### src/rtl/tp84_dl_ctrl.sv
// TP84 ROM download controller: routes HPS index-0 bytes to ROM regions and holds the core in reset.
// Optional TP84_DL_CHECKSUM_EN adds a mod-256 checksum of written ROM bytes.
module tp84_dl_ctrl #(
  parameter int          RST_HOLD   = 16,
  parameter logic [24:0] EXPECT_LEN = 25'h18000
) (
  input  logic        clk_49m,
  input  logic        reset,
  input  logic        ioctl_download,
  input  logic        ioctl_wr,
  input  logic [7:0]  ioctl_index,
  input  logic [24:0] ioctl_addr,
  input  logic [7:0]  ioctl_dout,
  output logic [3:0]  rom_we,
  output logic [14:0] rom_addr,
  output logic [7:0]  rom_data,
  output logic [15:0] dip_sw,
  output logic        is_set3,
  output logic        core_reset_n,
  output logic        dl_busy,
  output logic        dl_error
`ifdef TP84_DL_CHECKSUM_EN
  ,
  output logic [7:0]  checksum
`endif
);

  typedef enum logic [1:0] {
    S_IDLE,
    S_LOAD,
    S_CHECK,
    S_HOLD
  } state_t;

  localparam logic [15:0] HOLD_LAST = 16'(RST_HOLD - 1);
  localparam logic [24:0] ROM_END   = 25'h20000;

  state_t      state_q, state_d;
  logic [15:0] hold_q, hold_d;
  logic [24:0] cnt_q, cnt_d, cnt_base;
  logic        err_q, err_d;
  logic [3:0]  we_q, we_d;
  logic [14:0] addr_q, addr_d;
  logic [7:0]  data_q, data_d;
  logic        busy_q, busy_d;
  logic        rst_n_q, rst_n_d;
  logic [15:0] dip_q = '0;
  logic [15:0] dip_d;
  logic        set3_q = 1'b0;
  logic        set3_d;
  logic        prev_dl_q = 1'b0;
  logic [7:0]  csum_q, csum_d;

  logic dl_rise, dl_fall, idx0, start, loading, rom_wr;

  always_comb begin
    dl_rise  = ioctl_download & ~prev_dl_q;
    dl_fall  = ~ioctl_download & prev_dl_q;
    idx0     = (ioctl_index == 8'd0);
    start    = ((state_q == S_IDLE) || (state_q == S_HOLD))
               && dl_rise && idx0;
    loading  = start || (state_q == S_LOAD);
    rom_wr   = loading && ioctl_wr && idx0;
    cnt_base = start ? '0 : cnt_q;

    state_d = state_q;
    hold_d  = hold_q;
    cnt_d   = cnt_base;
    err_d   = start ? 1'b0 : err_q;
    we_d    = '0;
    addr_d  = addr_q;
    data_d  = data_q;
    csum_d  = start ? 8'd0 : csum_q;
    dip_d   = dip_q;
    set3_d  = set3_q;

    if (rom_wr) begin
      cnt_d = (&cnt_base) ? cnt_base : cnt_base + 25'd1;
      if (ioctl_addr < ROM_END) begin
        we_d   = 4'b0001 << ioctl_addr[16:15];
        addr_d = ioctl_addr[14:0];
        data_d = ioctl_dout;
        csum_d = csum_d + ioctl_dout;
      end else begin
        err_d = 1'b1;
      end
    end

    unique case (state_q)
      S_IDLE: begin
        if (start) state_d = S_LOAD;
      end
      S_LOAD: begin
        if (dl_fall) state_d = S_CHECK;
      end
      S_CHECK: begin
        if (cnt_q != EXPECT_LEN) err_d = 1'b1;
        state_d = S_HOLD;
        hold_d  = '0;
      end
      S_HOLD: begin
        if (start) begin
          state_d = S_LOAD;
        end else if (hold_q == HOLD_LAST) begin
          state_d = S_IDLE;
        end else begin
          hold_d = hold_q + 16'd1;
        end
      end
      default: state_d = S_HOLD;
    endcase

    rst_n_d = (state_d == S_IDLE);
    busy_d  = (state_d == S_LOAD) || (state_d == S_CHECK);

    // Side-channel bytes are captured in every state, independent of the FSM.
    if (ioctl_wr && ioctl_index == 8'd254 && ioctl_addr < 25'd2) begin
      if (ioctl_addr[0]) dip_d[15:8] = ioctl_dout;
      else               dip_d[7:0]  = ioctl_dout;
    end
    if (ioctl_wr && ioctl_index == 8'd1 && ioctl_addr == 25'd0)
      set3_d = ioctl_dout[0];
  end

  always_ff @(posedge clk_49m) begin
    if (reset) begin
      state_q <= S_HOLD;
      hold_q  <= '0;
      cnt_q   <= '0;
      err_q   <= 1'b0;
      we_q    <= '0;
      busy_q  <= 1'b0;
      rst_n_q <= 1'b0;
      csum_q  <= '0;
    end else begin
      state_q <= state_d;
      hold_q  <= hold_d;
      cnt_q   <= cnt_d;
      err_q   <= err_d;
      we_q    <= we_d;
      busy_q  <= busy_d;
      rst_n_q <= rst_n_d;
      csum_q  <= csum_d;
    end
    prev_dl_q <= ioctl_download;
    addr_q    <= addr_d;
    data_q    <= data_d;
    dip_q     <= dip_d;
    set3_q    <= set3_d;
  end

  assign rom_we       = we_q;
  assign rom_addr     = addr_q;
  assign rom_data     = data_q;
  assign dip_sw       = dip_q;
  assign is_set3      = set3_q;
  assign core_reset_n = rst_n_q;
  assign dl_busy      = busy_q;
  assign dl_error     = err_q;

`ifdef TP84_DL_CHECKSUM_EN
  assign checksum = csum_q;
`else
  logic unused_csum;
  assign unused_csum = ^csum_q;
`endif

endmodule

### config.mk
export PLATFORM = sky130hd
export DESIGN_NAME = tp84_dl_ctrl
export DESIGN_NICKNAME = d
export VERILOG_FILES = /design/src/rtl/tp84_dl_ctrl.sv
export SDC_FILE = /design/constraint.sdc
export NUM_CORES = 1
export LEC_CHECK = 0
export CAP_MARGIN = 20
export CORE_UTILIZATION = 53
export DETAILED_ROUTE_END_ITERATION = 8
export PLACE_DENSITY = 0.84
export RECOVER_POWER = 25
export SLEW_MARGIN = 20
export SYNTH_ARGS = -nofsm -noshare
export SYNTH_HDL_FRONTEND = slang
export SYNTH_SLANG_ARGS = --single-unit
export TNS_END_PERCENT = 20
### constraint.sdc
create_clock -name clk_49m -period 8.95 [get_ports clk_49m]
set_clock_uncertainty 0.1 [all_clocks]
set_input_delay 0.895 -clock clk_49m [delete_from_list [all_inputs] [get_ports clk_49m]]
set_output_delay 0.895 -clock clk_49m [all_outputs]
set_load 0.005 [all_outputs]
Yosys cells after proc, flatten, opt, wreduce, memory -nomap -nowiden
Cells that the tools add are included. Widths: inputs -> output; s select.

Reduce and logical (&&, ||, !) cells: 22. Bitwise logic cells: 7. Shifts and indexed selects: 1. Eq/ne operators: 11. Mux-type cells: 16. Add/sub/neg operators: 2. $lt $le $gt $ge: 2.

Operators with widths (number): $mux 25 (3); $mux 16 (2); $pmux 16 s2 (1); $add 25x1->25 const B (1); $logic_not 25->1 (1); $lt 25x18->1 const B (1); $lt 25x2->1 const B (1); $ne 25x17->1 const B (1); $reduce_and 25->1 (1); $add 16x1->16 const B (1); $eq 16x4->1 const B (1); $eq 8x1->1 const B (1); $eq 8x8->1 const B (1); $logic_and 1x1->1 (8); $logic_not 8->1 (1); $mux 2 (4); $pmux 2 s4 (1); $eq 2x2->1 const B (3); $reduce_and 2->1 (3); $mux 1 (5); $not 1->1 (5); $eq 2x1->1 const B (2); $logic_not 2->1 (2); $ne 2x2->1 const B (2); other kinds (6) (9).

Word-level logic and storage cells: 74. Register bits: 91. Bits of input ports: 45. Output and inout port bits: 47.

Logic depth before layout (Yosys ltp)
Depth after elaboration: 10. Mapped depth: 9. Mapped depth without buffers: 7.

Worst setup path before layout
Ideal clock, no wire load.

Kind: input to register. Start point: input ioctl_index[5]. End point: register cnt_q[22]. Data required time: 8.780 ns. Slack: 5.547 ns. Buffers on the path: 2. Arrival: 3.233 ns. Library setup time: 0.070 ns. Stages on the path: 7. Cells stage by stage: or4_4 -> or4_1 -> buf_2 -> or4_1 -> buf_2 -> or4_1 -> a21oi_1.

Cells in the longest elaborated chain, start to end: 6. Elaborated cells between the ends (all ways): 10. Those cells by class: add/sub: 1; mux: 3; reduce/logical: 6.

RTL lines: start, declared (RTL line 11) `input logic [7:0] ioctl_index,`; $logic_not 8->1 (*) (RTL line 59) `idx0 = (ioctl_index == 8'd0);`; $logic_and 1x1->1 (RTL line 61) `&& dl_rise && idx0;`; $mux 25 / $logic_or 1x1->1 (equally long branches) (RTL line 64, 62); $add 25x1->25 (tied with other cells) (RTL line 78) `cnt_d = (&cnt_base) ? cnt_base : cnt_base + 25'd1;`; $mux 25 / $logic_and 1x1->1 (equally long branches) (RTL line 78, 63); $mux 25 (*) (RTL line 77) `if (rom_wr) begin`; end signal, assigned (RTL line 138) `cnt_q <= cnt_d;`; end, declared (RTL line 40) `logic [24:0] cnt_q, cnt_d, cnt_base;`.

Mark *: on every way between the ends. The rest lies on a longest branch, timed or not. A chain may end at the register's enable or synchronous reset.

Worst setup path in the final report
Start point: input ioctl_index[0]. End point: register cnt_q[22].

The elaborated chain is that of the path after synthesis.

==> metrics <==
fill count about 540; layout cells sized above 1 0.05649; CORE AREA ~0.0073 mm2; area grow syn2layout 30.14%; #FFs+latches synth 91; Synthesized Nets ~430; Yosys top cell by area edfxtp_1; RSZ-0062 raised after global routing false; row count 31; DR vias/cell 6.010; Final Hold Vio Count 0; flop-to-flop setup slack roughly 5600 ps; required time of the critical path around 9000 ps; Reg2Reg Launch Point state_q[0]; DRT iter0 DRCs 227; num ports between 90 and 100; final WL just under 10 mm; global-route wire length before repair 14.98 mm; vias in the first global route approximately 3k; DP Worst Slack about 4900 ps; synth top area cells edfxtp_1 (30%), dfxtp_1 (26%), a21oi_1 (4.2%); Mapped Cells about 380; Critical Path Source ioctl_index[0]; most used standard cell by instance count after synthesis dfxtp_1; Post-synth EDFFs 40; Hold Path Class flip-flop to flip-flop; Post-CTS Setup Inserts 0; library cells used by synthesis 55; Pwr Density about 160 mW/mm2; post-CTS sizing 0; clock latency on the worst-skew pair around 350 ps; Synth Warn # 0; final instance area 0.005160 mm2; TritonCTS buffer count 9; crit path DAT between 3000 and 4000 ps; Max FO, Critical Path 9; VDD IR max roughly 0.090 mV; Slew @ Worst Pin 1067 ps; Min Clock Period, post-route about 3800 ps; Critical Path Source Type primary input; Yosys top cell area share 0.3029; crit path capture cnt_q[22]; register area share after synthesis 0.5604; I/O Buffers between 90 and 100; Routed Antenna Nets 0; drt drc 0; CP Class primary input to flip-flop; Slew HR 0.2876; Avg Cell Area, Syn between 10 and 15 um2; Post-synth top cells dfxtp_1 (51), edfxtp_1 (40), a21oi_1 (33); chip width between 80 and 90 um; Setup TNS Final 0 ps; Nets around 520; final global-route overflow total 0; wire per inst about 17 um; outcome complete, no violations; CTS H-tree lvls 3; Starting Density 0.5467; Placer Congestion a little over 0.9; Final Cycle Share 0.4209; Synth Flop Type dfxtp_1; FFs w/ async S/R, synth 0; hpwl dp around 7.4 mm; final core occ 0.7114; Syn Std Cell Area roughly 0.0040 mm2; vias after detailed routing 3474; CTS tree done; drt first pass iters 6; Inst Count DP 561; min-delay src hold_q[15]; maximum root-to-sink buffer count 2; pin count of the biggest net entering global routing 24; # setup viols final 0; Critical Path Sink Type flip-flop; CTS Sinks 91; hold_buf cts 0; Max-Cap Viols 0; CTS clk-pin slew, worst paths around 80 ps; Placed Area about 0.005 mm2; die area between 0.007 and 0.008 mm2; final cell count without fillers just under 600; root buffer cell clkbuf_8; Die Y approximately 90 um; initial antenna violation count 0; GRT Overall Usage 0.2532; Pins Over Slew Limit 0; r2r worst-path depth 7; Fmax between 200 and 300 MHz; Lkg Pwr about 1.7 nW; worst setup margin approximately 5200 ps; R2R Path End cnt_q[8]
==> kinds of logic after synthesis <==
kind of cell | after synthesis | share of synthesized area
adder cells (fa/ha/maj) | 6 | 0.01893
multiplexers | 4 | 0.01104
flip-flops | 91 | 0.5604
XOR/XNOR | 3 | 0.006628
AND/OR/NAND/NOR | 175 | 0.2474
buffers and inverters | 20 | 0.02051
AO/OA/AOI/OAI | 84 | 0.1351
==> per-layer routing <==
layer / track usage / vias to the layer above / part of all wire
li1: - / 1677 / -
met1: 0.3075 / 1639 / 0.40
met2: 0.4427 / 144 / 0.52
met3: 0.05037 / 14 / 0.064
met4: 0.09971 / 0 / 0.015
met5: 0 / - / 0
==> area by class of cell <==
type / instances / area [um2] / area share
timing repair buffer: 92 / 918.4 / 0.1780
sequential: 91 / 2222 / 0.4306
clock buffer: 11 / 141.4 / 0.02740
inverter: 7 / 26.28 / 0.005092
antenna: 1 / 2.502 / 0.0004850
clock inverter: 5 / 61.31 / 0.01188
multi-input combinational: 272 / 1664 / 0.3225
tap: 99 / 123.9 / 0.02401
==> power by group <==
| group | internal, W | switching [W] |
|---|---|---|
| sequential | 0.000444 | 0.00000800 |
| clock | 0.000138 | 0.000142 |
| combinational | 0.0000571 | 0.0000547 |
==> critical path, stage by stage <==
cell and delay, ps:
clkdlybuf4s50_1 480, or4_1 610, or4_1 640, or4_1 720, or4_1 450, a21oi_1 140
==> how the worst min path moves through the flow <==
stage,end,depth (start not counted)
after floorplan,hold_q[15],2
after global placement,hold_q[15],2
after detailed placement,hold_q[15],2
after CTS,hold_q[15],2
after global routing,hold_q[14],2
final,hold_q[15],2
==> metrics by stage <==
step | total power (W) | hold WS [ps]
5_1_grt | 0.0008834 | 428.9
2_1_floorplan | 0.0005255 | 358.3
3_3_place_gp | 0.0005706 | 378.0
4_1_cts | 0.0008482 | 391.5
6_report | 0.0008435 | 402.9
3_5_place_dp | 0.0005748 | 380.3
==> layout by cell type, fill, tap and decap left out, drive strengths merged, types with 2 or more instances in the layout <==
| master | Yosys | routed |
|---|---|---|
| clkdlybuf4s50 | 0 | 64 |
| nand2 | 27 | 27 |
| o21ai | 15 | 15 |
| or3 | 18 | 18 |
| or2 | 2 | 2 |
| nor4 | 21 | 21 |
| edfxtp | 40 | 40 |
| a21o | 2 | 2 |
| nor2 | 21 | 21 |
| mux2 | 3 | 3 |
| and2 | 2 | 2 |
| clkinvlp | 0 | 3 |
| nor2b | 4 | 4 |
| a211o | 2 | 2 |
| a31oi | 3 | 3 |
| inv | 7 | 8 |
| dlygate4sd3 | 0 | 27 |
| nand4 | 17 | 17 |
| and3 | 10 | 10 |
| xnor2 | 2 | 2 |
| o2111ai | 2 | 2 |
| clkbuf | 10 | 11 |
| nand2b | 2 | 2 |
| or4 | 14 | 14 |
| nand3 | 16 | 16 |
| a21oi | 33 | 33 |
| o31ai | 8 | 8 |
| o211ai | 3 | 3 |
| nor3 | 13 | 13 |
| and4 | 3 | 3 |
| dfxtp | 51 | 51 |
| ha | 6 | 6 |
| o21a | 3 | 3 |
==> flip-flops by register name (all words and copies together) (netlist names) <==
name          cells
dl_busy           1
hold_q           16
core_reset_n      1
state_q           2
is_set3           1
rom_we            4
dip_sw           16
cnt_q            25
dl_error          1
rom_addr         15
rom_data          8
prev_dl_q         1
(Power assumes the default switching activity.)
